[config.mk]
export PLATFORM = sky130hd
export DESIGN_NAME = change_dispenser_flat
export DESIGN_NICKNAME = d
export VERILOG_FILES = /design/src/rtl/change_dispenser_if.sv /design/src/rtl/change_dispenser.sv /design/src/flat_wrapper.sv
export SDC_FILE = /design/constraint.sdc
export NUM_CORES = 1
export LEC_CHECK = 0
export CAP_MARGIN = 20
export CORE_MARGIN = 3
export CORE_UTILIZATION = 25
export DETAILED_ROUTE_END_ITERATION = 6
export GPL_ROUTABILITY_DRIVEN = 0
export PLACE_DENSITY = 0.49
export SYNTH_ARGS = -nofsm -noshare
export SYNTH_HDL_FRONTEND = slang
export SYNTH_SLANG_ARGS = --single-unit
[constraint.sdc]
create_clock -name clk -period 5.1 [get_ports clk]
set_clock_uncertainty 0.05 [all_clocks]
set_input_delay 0.765 -clock clk [delete_from_list [all_inputs] [get_ports clk]]
set_output_delay 0.765 -clock clk [all_outputs]
set_load 0.05 [all_outputs]
[src/rtl/change_dispenser_if.sv]
// change_dispenser_if: credit strobe, status and hopper req/ack handshake bundle
interface change_dispenser_if;
    logic [3:0] state;
    logic       state_valid;
    logic       busy;
    logic       vend;
    logic       coin_req;
    logic [1:0] coin_type;
    logic       coin_ack;
    logic [2:0] change_left;
    logic       fault;
    modport master (
        output state, state_valid, coin_ack,
        input  busy, vend, coin_req, coin_type, change_left, fault
    );
    modport slave (
        input  state, state_valid, coin_ack,
        output busy, vend, coin_req, coin_type, change_left, fault
    );
endinterface

[src/rtl/change_dispenser.sv]
// change_dispenser: vends on sufficient credit, then pays change greedily over a 4-phase hopper handshake
module change_dispenser #(
    parameter int PRICE_UNITS = 4,
    parameter int TIMEOUT     = 16
) (
    input logic               clk,
    input logic               reset_n,
    change_dispenser_if.slave bus
);
    typedef enum logic [2:0] {IDLE, VEND, REQ, RELEASE, FAULT} state_t;
    localparam int CW = $clog2(TIMEOUT + 1);
    state_t          st_q, st_d;
    logic [2:0]      cl_q, cl_d;
    logic [CW-1:0]   cnt_q, cnt_d;
    logic            credit_ok;
    assign credit_ok = bus.state >= 4'(PRICE_UNITS) && bus.state <= 4'd8;
    always_ff @(posedge clk or negedge reset_n) begin
        if (!reset_n) begin
            st_q  <= IDLE;
            cl_q  <= '0;
            cnt_q <= '0;
        end else begin
            st_q  <= st_d;
            cl_q  <= cl_d;
            cnt_q <= cnt_d;
        end
    end
    always_comb begin
        st_d  = st_q;
        cl_d  = cl_q;
        cnt_d = cnt_q;
        case (st_q)
            IDLE: if (bus.state_valid && credit_ok) begin
                cl_d = 3'(bus.state - 4'(PRICE_UNITS));
                st_d = VEND;
            end
            VEND: st_d = cl_q == 3'd0 ? IDLE : REQ;
            // an ack on the expiring edge still counts the coin
            REQ: if (bus.coin_ack) begin
                cl_d  = cl_q - (cl_q >= 3'd2 ? 3'd2 : 3'd1);
                cnt_d = '0;
                st_d  = RELEASE;
            end else begin
                cnt_d = cnt_q + 1'b1;
                st_d  = cnt_d == CW'(TIMEOUT) ? FAULT : REQ;
            end
            RELEASE: if (!bus.coin_ack) st_d = cl_q == 3'd0 ? IDLE : REQ;
            default: ;
        endcase
    end
    assign bus.busy        = st_q != IDLE;
    assign bus.vend        = st_q == VEND;
    assign bus.coin_req    = st_q == REQ;
    assign bus.coin_type   = st_q == REQ ? (cl_q >= 3'd2 ? 2'b10 : 2'b01) : 2'b00;
    assign bus.change_left = cl_q;
    assign bus.fault       = st_q == FAULT;
endmodule

[src/flat_wrapper.sv]
// flat-port wrapper written by rule: the top's interface ports become plain ports
module change_dispenser_flat 
#(
    parameter int PRICE_UNITS = 4,
    parameter int TIMEOUT     = 16
)
  (clk, reset_n, bus_state, bus_state_valid, bus_coin_ack, bus_busy, bus_vend, bus_coin_req, bus_coin_type, bus_change_left, bus_fault);
  change_dispenser_if bus_i ();
  input logic clk;
  input logic reset_n;
  input wire logic [$bits(bus_i.state)-1:0] bus_state;
  input wire logic [$bits(bus_i.state_valid)-1:0] bus_state_valid;
  input wire logic [$bits(bus_i.coin_ack)-1:0] bus_coin_ack;
  output wire logic [$bits(bus_i.busy)-1:0] bus_busy;
  output wire logic [$bits(bus_i.vend)-1:0] bus_vend;
  output wire logic [$bits(bus_i.coin_req)-1:0] bus_coin_req;
  output wire logic [$bits(bus_i.coin_type)-1:0] bus_coin_type;
  output wire logic [$bits(bus_i.change_left)-1:0] bus_change_left;
  output wire logic [$bits(bus_i.fault)-1:0] bus_fault;
  assign bus_i.state = bus_state;
  assign bus_i.state_valid = bus_state_valid;
  assign bus_i.coin_ack = bus_coin_ack;
  assign bus_busy = bus_i.busy;
  assign bus_vend = bus_i.vend;
  assign bus_coin_req = bus_i.coin_req;
  assign bus_coin_type = bus_i.coin_type;
  assign bus_change_left = bus_i.change_left;
  assign bus_fault = bus_i.fault;
  change_dispenser #(.PRICE_UNITS(PRICE_UNITS), .TIMEOUT(TIMEOUT)) u_core (.clk(clk), .reset_n(reset_n), .bus(bus_i));
endmodule
==> run metrics <==
status=complete, no violations; layout net count=111; initial antenna violation count=0; Post-Syn Area=714 µm²; syn nets=between 90 and 100; EDFF count, synth=0; post-route setup slack=around 1.8 ns; Ant. Diodes=0; area grow syn2layout=27.7%; min Tclk post-route=~3.3 ns; Slew @ Worst Pin=0.678 ns; final wirelength=1500 µm; critical path peak fanout=17; Critical Path, Cell by Cell=or3b_1, nor3_1, clkdlybuf4s50_1; Die X=slightly below 60 µm; Max Root-Sink Buffers=2; share of cells above drive strength 1=5.10%; DP Worst Slack=2.10 ns; fin area=912 µm²; Setup Fix Bufs, Post-CTS=0; GR met3 Demand/Resource=just under 2%; synthesized instance count=82; routed len/inst=11.8 µm; arrival time worst endpoint=about 2.5 ns; Max-Cap Viols=0; H-tree depth=1; Worst slew margin=54.1%; worst hold slack=0.470 ns; Core ar.=~0.0026 mm²; post-synth top area cell=dfrtp_1; Final Slew Violations=0; Worst setup SP type=flip-flop; # resized after CTS=0; DR vias/cell=around 4.8; die height=59.5 µm; most common cell in the netlist=dfrtp_1; Critical Path RT=roughly 4.3 ns; grt met1 use=between 10 and 15%; CTS tree=done; Worst-path clk slew=around 0.070 ns; worst vdd ir=0.0950 mV; Final period util=about 65%; global route overflow=0; post-synthesis sequential area ratio=38.5%; # rows=18; Final Core Density=35.2%; list of most frequent post-synthesis cells=dfrtp_1, nand2_1, nor2_1, o21ai_0, a21oi_1; vias in the first global route=570; CTS Buf Count=3; setup TNS=0 ns; Antenna Nets Post-Route=0; DR vias=612; Buffers on Ports=16; Post-synth ARST share=100%; CTS root buffer=clkbuf_4; WP buf/inv=1; CP top delay family=simple AND/OR/NAND/NOR gates; largest net degree at the start of global routing=18; Top FF cell, synth=dfrtp_1; Boundary Pins=17; crit-path max cell delay=0.83 ns; flip-flop and latch count after synthesis=11; initial drt markers=10; met2 demand-to-capacity share in global routing=between 10 and 15%; post-synth cell types=28; DRC=0; Pwr Total=0.162 mW; PD cells=178 mW/mm²; CTS Hold Bufs=0; hpwl dp=1150 µm; initial core utilization=27.6%; f_max=0.303 GHz; Post-Place Cell Area=886 µm²; ranking of synthesized cells by area=dfrtp_1, o21ai_0, ha_1, nand2_1, nor2_1; most used routing layer=met2; CP max stage cell=clkdlybuf4s50_1; Crit. End Element=primary output; RSZ-0062 raised after global routing=no; Die ar.=about 0.0035 mm²; Yosys top cell area share=38.5%; post-synthesis area per instance=8.71 µm²; Hold WC Path Type=reg2reg; yosys warns=0; CTS Sinks=11; Placed Cells=124; wire length of the first global-routing pass=2480 µm; Worst-Skew Late Latency=0.26 ns; fin cells=128; WS Path Type=reg2out; all-layer global routing usage=9.39%; LEAKAGE=0.372 nW; final hold violations=0; Pre-antenna DRT Iters=3; final setup fails=0
## worst paths after layout
path	from	endpoint	slack, ns	cells past startpoint
worst max-delay path	u_core.st_q[1]	bus_coin_type[0]	1.80	3
max in group asynchronous	reset_n	u_core.cnt_q[2]	3.85	1
worst min register to register	u_core.bus.change_left[0]	u_core.bus.change_left[0]	0.47	2
worst max register to register	u_core.bus.change_left[1]	u_core.bus.change_left[2]	3.07	7
worst min-delay path	u_core.bus.change_left[0]	u_core.bus.change_left[0]	0.47	2
min in group asynchronous	reset_n	u_core.bus.change_left[2]	0.80	1
## final cells by class
cell class              instances  area [µm²]
fillers                       258        1680
inverters                       4        15.0
well taps                      30        37.5
clock buffers                   4        26.3
flip-flops and latches         11         275
repair buffers                 16         160
multi-input cells              63         398
## layer usage
layer	routed length, µm	up-vias
met2	704	12
met1	745	278
met3	46	2
met5	0	-
li1	-	320
met4	8	0
## tightest hold or removal path, delay by kind of cell (launching register included)
family,cells,cell delay (ns)
compound gates,1,0.06
flops,1,0.37
simple gates,1,0.05
## logic make-up after synthesis
logic type                 share of synthesized area, %
xor gates and xnor gates                           2.45
AOI/OAI and AO/OA                                  16.6
DFF                                                38.5
buffers and inverters                              5.78
muxes                                              4.55
adders and majority gates                          8.06
and+or+nand+nor                                    24.0
## registers in the layout (all words and copies together) (netlist names)
| register | flops |
|---|---|
| u_core.cnt_q | 5 |
| u_core.st_q | 3 |
| u_core.bus.change_left | 3 |
## power by group
group	switching [mW]	internal, mW	total, mW
clock	0.0304	0.0302	0.0606
combinational	0.00600	0.00753	0.0135
sequential	0.000451	0.0875	0.0880
## placed cells by master (no fill, tap or decap), drive strengths merged
| master | netlist | layout |
|---|---|---|
| clkdlybuf4s50 | 0 | 16 |
| dfrtp | 11 | 11 |
| nor2 | 9 | 9 |
| nand2 | 9 | 9 |
| o21ai | 8 | 8 |
| a21oi | 5 | 5 |
| inv | 4 | 4 |
| nor3 | 4 | 4 |
| clkbuf | 0 | 4 |
| a31oi | 3 | 3 |
| ha | 3 | 3 |
| nand3 | 2 | 2 |
| nor2b | 2 | 2 |
| mux2 | 2 | 2 |
| nor3b | 2 | 2 |
| nand2b | 2 | 2 |
| or3b | 1 | 1 |
| and2 | 1 | 1 |
| nor4b | 1 | 1 |
| o311ai | 1 | 1 |
| o22a | 1 | 1 |
| xnor2 | 1 | 1 |
| xor2 | 1 | 1 |
| or4b | 1 | 1 |
| a221o | 1 | 1 |
| o211ai | 1 | 1 |
| mux2i | 1 | 1 |
| fa | 1 | 1 |
Power figures use the tool's default switching activity.
